$ cat config.mk
export PLATFORM = sky130hd
export DESIGN_NAME = mem_stage_ctrl
export DESIGN_NICKNAME = d
export VERILOG_FILES = /design/src/rtl/mem_stage_ctrl_pkg.sv /design/src/rtl/mem_wb_reg.sv /design/src/rtl/mem_stage_ctrl.sv
export SDC_FILE = /design/constraint.sdc
export NUM_CORES = 1
export LEC_CHECK = 0
export ABC_AREA = 1
export ABC_CLOCK_PERIOD_IN_PS = 2700
export CAP_MARGIN = 20
export CORE_MARGIN = 2
export CORE_UTILIZATION = 29
export DETAILED_ROUTE_END_ITERATION = 12
export PLACE_DENSITY_LB_ADDON = 0.05
export SYNTH_ARGS = -nofsm -noshare
export SYNTH_HDL_FRONTEND = slang
export SYNTH_HIERARCHICAL = 1
export SYNTH_SLANG_ARGS = --single-unit
$ cat constraint.sdc
create_clock -name clk -period 2.7 [get_ports clk]
set_input_delay 0.27 -clock clk [delete_from_list [all_inputs] [get_ports clk]]
set_output_delay 0.27 -clock clk [all_outputs]
set_load 0.02 [all_outputs]
$ cat src/rtl/mem_stage_ctrl_pkg.sv
// Shared pipeline definitions for the MEM stage: FSM encoding, default
// wait timeout and the MEM/WB and latched-request record layouts.
package mem_stage_ctrl_pkg;

  localparam int MEM_TIMEOUT_DEFAULT = 16;

  typedef enum logic [1:0] {
    ST_IDLE   = 2'd0,
    ST_WAIT   = 2'd1,
    ST_DONE   = 2'd2,
    ST_HALTED = 2'd3
  } mem_state_e;

  typedef struct packed {
    logic [15:0] read_data;
    logic [15:0] alu_result;
    logic [15:0] pc_2;
    logic        mem_to_reg;
    logic        reg_write;
    logic        is_not_halt;
    logic [2:0]  write_reg_sel;
  } mem_wb_t;

  typedef struct packed {
    logic [15:0] addr;
    logic [15:0] wdata;
    logic [15:0] pc_2;
    logic        rd;
    logic        mem_to_reg;
    logic        reg_write;
    logic        is_not_halt;
    logic [2:0]  write_reg_sel;
  } mem_req_t;

  // An empty MEM/WB slot must not look like a HALT, so isNotHalt idles high.
  function automatic mem_wb_t mem_wb_reset_value();
    mem_wb_t v;
    v             = '0;
    v.is_not_halt = 1'b1;
    return v;
  endfunction

endpackage

$ cat src/rtl/mem_wb_reg.sv
// MEM/WB pipeline register bank with load enable.
module mem_wb_reg
  import mem_stage_ctrl_pkg::*;
(
  input  logic    clk,
  input  logic    rst_n,
  input  logic    i_en,
  input  mem_wb_t i_d,
  output mem_wb_t o_q
);

  mem_wb_t r_q;

  // Bank update: load on enable, otherwise hold.
  always_ff @(posedge clk or negedge rst_n) begin
    if (!rst_n) begin
      r_q <= mem_wb_reset_value();
    end else if (i_en) begin
      r_q <= i_d;
    end else begin
      r_q <= r_q;
    end
  end

  assign o_q = r_q;

endmodule

$ cat src/rtl/mem_stage_ctrl.sv
// MEM stage controller: issues data-memory strobes, stalls the pipeline
// while an access is outstanding and loads the MEM/WB register bank.
module mem_stage_ctrl
  import mem_stage_ctrl_pkg::*;
#(
  parameter int TIMEOUT = MEM_TIMEOUT_DEFAULT
) (
  input  logic        clk,
  input  logic        rst_n,
  input  logic [15:0] aluResult_EX_MEM,
  input  logic [15:0] rdData2_EX_MEM,
  input  logic [15:0] PC_2_EX_MEM,
  input  logic        MemRead_EX_MEM,
  input  logic        MemWrite_EX_MEM,
  input  logic        MemToReg_EX_MEM,
  input  logic        RegWrite_EX_MEM,
  input  logic [2:0]  writeRegSel_EX_MEM,
  input  logic        isNotHalt_EX_MEM,
  output logic [15:0] mem_addr,
  output logic [15:0] mem_wdata,
  output logic        mem_rd,
  output logic        mem_wr,
  input  logic [15:0] mem_rdata,
  input  logic        mem_stall,
  input  logic        mem_done,
  output logic        stall,
  output logic [15:0] readData_MEM_WB,
  output logic [15:0] aluResult_MEM_WB,
  output logic [15:0] PC_2_MEM_WB,
  output logic        MemToReg_MEM_WB,
  output logic        RegWrite_MEM_WB,
  output logic        isNotHalt_MEM_WB,
  output logic [2:0]  writeRegSel_MEM_WB,
  output logic        err
);

  localparam int             CW       = $clog2(TIMEOUT + 1);
  localparam logic [CW-1:0]  CNT_LAST = CW'(TIMEOUT - 1);

  mem_state_e    r_state, w_state_nxt;
  logic [CW-1:0] r_cnt, w_cnt_nxt;
  logic          r_err, w_err_set;
  logic          r_tmo, w_tmo_nxt;
  mem_req_t      r_req, w_req_nxt, w_in;
  logic [15:0]   r_rdata, w_rdata_nxt;
  logic          w_wb_en;
  mem_wb_t       w_wb_d, w_wb_q;
  logic          w_rd, w_wr, w_stall;
  logic [15:0]   w_addr, w_wdata;
  logic          w_req, w_bad;

  assign w_in = '{addr: aluResult_EX_MEM, wdata: rdData2_EX_MEM, pc_2: PC_2_EX_MEM,
                  rd: MemRead_EX_MEM, mem_to_reg: MemToReg_EX_MEM,
                  reg_write: RegWrite_EX_MEM, is_not_halt: isNotHalt_EX_MEM,
                  write_reg_sel: writeRegSel_EX_MEM};

  // Odd addresses and read+write together never reach the memory.
  assign w_req = MemRead_EX_MEM | MemWrite_EX_MEM;
  assign w_bad = w_req & (aluResult_EX_MEM[0] | (MemRead_EX_MEM & MemWrite_EX_MEM));

  // Next-state, strobe and MEM/WB load decisions.
  always_comb begin
    w_state_nxt = r_state;
    w_cnt_nxt   = r_cnt;
    w_tmo_nxt   = r_tmo;
    w_req_nxt   = r_req;
    w_rdata_nxt = r_rdata;
    w_err_set   = 1'b0;
    w_wb_en     = 1'b0;
    w_wb_d      = mem_wb_reset_value();
    w_rd        = 1'b0;
    w_wr        = 1'b0;
    w_stall     = 1'b0;
    w_addr      = r_req.addr;
    w_wdata     = r_req.wdata;
    case (r_state)
      ST_IDLE: begin
        w_addr  = aluResult_EX_MEM;
        w_wdata = rdData2_EX_MEM;
        if (w_req && !w_bad) begin
          w_rd    = MemRead_EX_MEM;
          w_wr    = MemWrite_EX_MEM;
          w_stall = 1'b1;
          if (!mem_stall) begin
            w_req_nxt   = w_in;
            w_rdata_nxt = 16'h0000;
            w_cnt_nxt   = {CW{1'b0}};
            w_tmo_nxt   = 1'b0;
            w_state_nxt = ST_WAIT;
          end else begin
            w_state_nxt = ST_IDLE;
          end
        end else begin
          w_err_set   = w_bad;
          w_wb_en     = 1'b1;
          w_wb_d      = '{read_data: 16'h0000, alu_result: aluResult_EX_MEM,
                          pc_2: PC_2_EX_MEM, mem_to_reg: MemToReg_EX_MEM,
                          reg_write: RegWrite_EX_MEM & ~w_bad,
                          is_not_halt: isNotHalt_EX_MEM,
                          write_reg_sel: writeRegSel_EX_MEM};
          w_state_nxt = isNotHalt_EX_MEM ? ST_IDLE : ST_HALTED;
        end
      end
      ST_WAIT: begin
        w_stall = 1'b1;
        if (mem_done) begin
          w_rdata_nxt = r_req.rd ? mem_rdata : r_rdata;
          w_state_nxt = ST_DONE;
        end else if (r_cnt == CNT_LAST) begin
          w_err_set   = 1'b1;
          w_tmo_nxt   = 1'b1;
          w_state_nxt = ST_DONE;
        end else begin
          w_cnt_nxt = r_cnt + CW'(1);
        end
      end
      ST_DONE: begin
        w_wb_en     = 1'b1;
        w_wb_d      = '{read_data: r_rdata, alu_result: r_req.addr, pc_2: r_req.pc_2,
                        mem_to_reg: r_req.mem_to_reg,
                        reg_write: r_req.reg_write & ~r_tmo,
                        is_not_halt: r_req.is_not_halt,
                        write_reg_sel: r_req.write_reg_sel};
        w_state_nxt = r_req.is_not_halt ? ST_IDLE : ST_HALTED;
      end
      ST_HALTED: begin
        w_stall = 1'b1;
      end
      default: begin
        w_state_nxt = ST_IDLE;
      end
    endcase
  end

  // Controller state, wait counter, sticky error and latched request.
  always_ff @(posedge clk or negedge rst_n) begin
    if (!rst_n) begin
      r_state <= ST_IDLE;
      r_cnt   <= {CW{1'b0}};
      r_err   <= 1'b0;
      r_tmo   <= 1'b0;
      r_req   <= '0;
      r_rdata <= 16'h0000;
    end else begin
      r_state <= w_state_nxt;
      r_cnt   <= w_cnt_nxt;
      r_err   <= r_err | w_err_set;
      r_tmo   <= w_tmo_nxt;
      r_req   <= w_req_nxt;
      r_rdata <= w_rdata_nxt;
    end
  end

  mem_wb_reg u_mem_wb_reg (
    .clk   (clk),
    .rst_n (rst_n),
    .i_en  (w_wb_en),
    .i_d   (w_wb_d),
    .o_q   (w_wb_q)
  );

  // Strobes and stall are same-cycle, so reset must mask them directly.
  assign mem_rd    = w_rd & rst_n;
  assign mem_wr    = w_wr & rst_n;
  assign stall     = w_stall & rst_n;
  assign mem_addr  = w_addr;
  assign mem_wdata = w_wdata;
  assign err       = r_err;

  assign readData_MEM_WB    = w_wb_q.read_data;
  assign aluResult_MEM_WB   = w_wb_q.alu_result;
  assign PC_2_MEM_WB        = w_wb_q.pc_2;
  assign MemToReg_MEM_WB    = w_wb_q.mem_to_reg;
  assign RegWrite_MEM_WB    = w_wb_q.reg_write;
  assign isNotHalt_MEM_WB   = w_wb_q.is_not_halt;
  assign writeRegSel_MEM_WB = w_wb_q.write_reg_sel;

endmodule

After elaboration in Yosys (flattened, before gate mapping). Index checks and enable logic that the tools add are counted.

Flip-flop bits (word level): 134. Input port bits: 76. Logic and storage cells: 95.

$add $sub $neg: 1. Eq/ne operators: 12. Muxes and demuxes: 38. Bitwise logic cells: 13. Reduce and logical (&&, ||, !) cells: 11.

Operators with widths (number): 54-bit case mux with 2 select lines (1); 16-bit two-way mux (6); 38-bit two-way mux (1); 16-bit case mux with 2 select lines (1); 5-bit two-way mux (4); 5-bit AND reduction (3); 1-bit two-way mux (14); 2-bit != test (second input constant) (7); 2-bit two-way mux (5); 5-bit case mux with 2 select lines (1); 1-bit case mux with 2 select lines (4); 1-bit bitwise AND (7); 2-bit case mux with 3 select lines (1); 5-bit by 1-bit adder with 5-bit output (second input constant) (1); 5-bit by 4-bit == test with 1-bit output (second input constant) (1); 2-bit == test (second input constant) (2); 3-bit != test (second input constant) (1); 1-bit NOT (3); 1-bit bitwise OR (3); 3-bit AND reduction (1); 3-bit nonzero test (1); 2-bit by 1-bit == test with 1-bit output (second input constant) (1); 2-bit logical NOT (1); 2-bit AND reduction (1); 4 further kinds (4).

Longest topological paths before layout.
Depth after elaboration: 8. Gate-level depth with buffers: 11. Depth with buffers taken out: 10.

Hierarchy. Netlist, hierarchy kept.

Modules (own cells, without submodules): mem_stage_ctrl (instances 1, cells an instance 582, area each 4270.3 um2); mem_wb_reg (instances 1, cells an instance 228, area each 2074.5 um2).

Worst setup path before layout. OpenSTA, ideal clock, no wires.

Path type: register -> output. From: register r_state[0]. To: output mem_addr[0]. Data arrival time: 1.572 ns. Data required time: 2.430 ns. Path slack: 0.858 ns. Cell stages (with the launch flop): 6. Path through: dfrtp_1 -> inv_1 -> ha_1 -> buf_2 -> clkbuf_1 -> o21ai_0.

Word-level cells in the longest chain between the ends: 2.

Ends and longest elaborated chain: from (decl) (line mem_stage_ctrl.sv:40) `mem_state_e r_state, w_state_nxt;`; from (signal assigned) (line mem_stage_ctrl.sv:145) `r_state <= w_state_nxt;`; 2-bit logical NOT (line mem_stage_ctrl.sv:76) `case (r_state)`; 16-bit two-way mux (line mem_stage_ctrl.sv:76); to (decl) (line mem_stage_ctrl.sv:19) `output logic [15:0] mem_addr,`.

Every way passes these cells.

Worst setup path in the final report.
From: register r_state[0]. To: output mem_addr[3].

Same word-level chain as after synthesis.

==> results.py <==
metrics = {
    "placed_design": {
        "portBuffers": 165,
        "hpwlAfterDp_mm": 11.4,
        "gp_congestion": 0.726,
    },
    "route": {
        "drt.antenna.violating_nets": 0,
        "wl_mm": 17.8,
        "avgViaCountPerCell": 4.39,
        "wl_met1_mm": 8.74,
        "wl_per_cell_um": 14.1,
        "topRoutingLayerUsed": "met4",
        "drt-initial-drc-count": 228,
        "vias": 5531,
        "routed-wl-met3_um": 751,
        "wl_met2_mm": 8.02,
        "dr.pass1.iters": 4,
        "route.detailed.drc": 0,
    },
    "clocking": {
        "cts_root_buffer": "clkbuf_16",
        "htreeDepth": 4,
        "clkSlewWorstSetupHoldPaths_ns": 0.06,
        "insertion_delay_ns": 0.42,
        "cts_buffers": 17,
        "cts_buffer_depth": 2,
        "clock_sinks": 134,
        "cts_tree": "yes",
    },
    "global_routing": {
        "grt.total_usage_pct": 16.0,
        "grt_pass1_vias": 5501,
        "grt_pass1_wl_mm": 29.6,
        "grt_max_degree": 135,
        "grt_overflow": 0,
        "antenna_found_initial": 0,
    },
    "power_and_ir_drop": {
        "leakagePower_nw": 4.72,
        "power.density_nw_per_um2": 1210,
        "peakVddDrop_mv": 0.595,
    },
    "logic_synthesis": {
        "syn_nets": 893,
        "synthCells": 810,
        "yosysWarnings": 6,
        "ys_seq_area_share_pct": 52.9,
        "synth_cell_type_count": 28,
        "synth_area_per_cell_sq_um": 7.83,
        "ys_ff_latch": 134,
        "syn-cell-area_sq_um": 6340,
    },
    "flow_run": {
        "drv_cap": 0,
    },
    "floorplan": {
        "core_area_sq_um": 21600,
        "start_util_pct": 29.3,
        "die_area_sq_um": 23100,
        "die_w_um": 152,
        "num_io_pins": 166,
        "row_count": 54,
        "fp.dieH_um": 152,
    },
    "final_layout": {
        "fin_nets": 1052,
        "drive_gt1_share_pct": 6.63,
        "register_area_sq_um": 3350,
        "area_delta_synth_final_pct": 42.3,
        "antenna_cells": 0,
        "multi_input_area_sq_um": 2400,
        "fillCellCount": 2246,
    },
    "setup_path": {
        "worst_ep_required_time_ns": 2.43,
        "critical_path_class": "flip-flop to output port",
        "crit_path_end_kind": "output port",
        "cp_data_arrival_time_ns": 2.26,
        "cp_max_fo": 35,
        "startpoint_type": "flip-flop",
    },
    "sta": {
        "finClkSkew_ns": 0.0121,
        "max_freq_ghz": 0.395,
        "rsz0062_at_grt": "false",
        "slew_viol_final": 0,
        "fin_crit_sh_pct": 93.8,
        "hold_viol": 35,
        "timing.final.crit_period_ns": 2.53,
        "finalSetupTns_ns": 0,
        "tightestPinTransition_ns": 0.811,
        "setup_viol": 0,
        "hold_ws_ns": -0.0751,
        "max_slew_margin_pct": 45.9,
    },
    "run_status": {
        "status": "complete, but fails checks",
        "violations": "negative hold slack",
    },
    "worst_hold_path": {
        "min_path_type": "input pin to async pin",
    },
}
## through the flow
step	power (W)	area, sq um	setup WS (ns)	std cells	util (%)
after detailed placement	0.00842	8300	0.306	1230	38.4
after global placement	0.00840	8300	0.270	1230	38.4
after global routing	0.0119	9030	0.00319	1261	41.8
after CTS	0.0112	8980	0.00177	1261	41.5
final	0.0110	9030	0.168	1261	41.8
after floorplan	0.00633	6340	0.858	810	-
## worst max-delay path, stage by stage (launching register included)
cell             delay, ns
dfrtp_1               0.41
inv_1                 0.12
ha_1                  0.26
buf_12                0.21
nand2_1               0.08
o21ai_0               0.10
clkdlybuf4s50_1       0.64
## state kept, by name, indices dropped and copies added (netlist names)
name,count
r_req,55
u_mem_wb_reg/o_q,54
r_rdata,16
r_cnt,5
r_state,2
err,1
r_tmo,1
## logic make-up after synthesis
logic type / count (synthesis) / share of synthesized area, %
AO/OA/AOI/OAI: 147 / 12.5
adder cells (fa/ha/maj): 7 / 1.38
buffers and inverters: 133 / 9.35
flip-flops: 134 / 52.9
AND/OR/NAND/NOR: 389 / 23.9
## power breakdown
part / switching (W) / internal (W) / leakage (nW)
combinational: 0.00312 / 0.00199 / 2.69
sequential: 0.000371 / 0.00276 / 1.71
clock: 0.000899 / 0.00182 / 0.320
total: 0.00439 / 0.00658 / 4.72
## cell usage in the layout, fill, tap and decap left out, drive strengths merged
cell type,netlist,final
nand2,341,341
clkdlybuf4s50,0,143
dfrtp,133,133
o21ai,111,111
inv,90,91
nor2,31,31
dlymetal6s2s,0,19
clkbuf,19,19
buf,23,18
a21oi,18,18
o22ai,15,15
nand3,9,9
bufinv,0,7
ha,7,7
nand4,5,5
clkinvlp,0,3
nor3,2,2
dlygate4sd2,0,2
clkinv,1,2
o32ai,1,1
o211ai,1,1
or2,1,1
a31oi,1,1
dfstp,1,1
## Yosys cell counts, drive strengths merged
library cell  instances  area [sq um]
a21oi                18           124
nand2               341          1280
nor2                 31           124
buf                  23           175
o211ai                1          7.51
clkbuf               19          71.3
a31oi                 1          6.26
o22ai                15          93.8
ha                    7          87.6
dfrtp               133          3330
or2                   1          6.26
nor3                  2          10.0
o21ai               111           556
inv                  90           343
dfstp                 1          26.3
nand3                 9          57.6
clkinv                1          3.75
nand4                 5          31.3
o32ai                 1          8.76
## metal layers
layer | up-vias | global-route usage (%)
li1 | 2838 | -
met1 | 2551 | 22.3
met2 | 128 | 24.4
met3 | 14 | 4.14
met4 | 0 | 5.34
met5 | - | 0
## worst paths after layout
kind / startpoint / endpoint / slack [ns] / depth (start not counted)
max: r_state[0]$_DFFE_PN0P_ / mem_addr[3] / 0.17 / 6
max in group asynchronous: rst_n / u_mem_wb_reg/o_q[23]$_DFFE_PN0P_ / 2.11 / 2
max reg2reg: r_state[1]$_DFFE_PN0P_ / r_rdata[12]$_DFFE_PN0P_ / 0.61 / 7
min reg2reg: u_mem_wb_reg/o_q[3]$_DFFE_PN1P_ / u_mem_wb_reg/o_q[3]$_DFFE_PN1P_ / 0.46 / 2
min: rst_n / u_mem_wb_reg/o_q[30]$_DFFE_PN0P_ / -0.08 / 2
min in group clk: rdData2_EX_MEM[15] / r_req[38]$_DFFE_PN0P_ / 0.41 / 3
## cell type report
class,count,area share [%]
clock buffer,19,4.79
clock inverter,12,2.77
inverter,91,3.84
multi-input combinational,543,26.6
sequential,134,37.2
tap,280,3.88
timing repair buffer,182,21.0
## timing repair
action                                  CTS  global route
endpoints found under the setup margin    2            19
resized for setup                         2            20
hold buffers                              0             0
setup buffers                             0             0
hold endpoints to repair                  0             0
pin swaps                                 0             0
(Power assumes the default switching activity.)
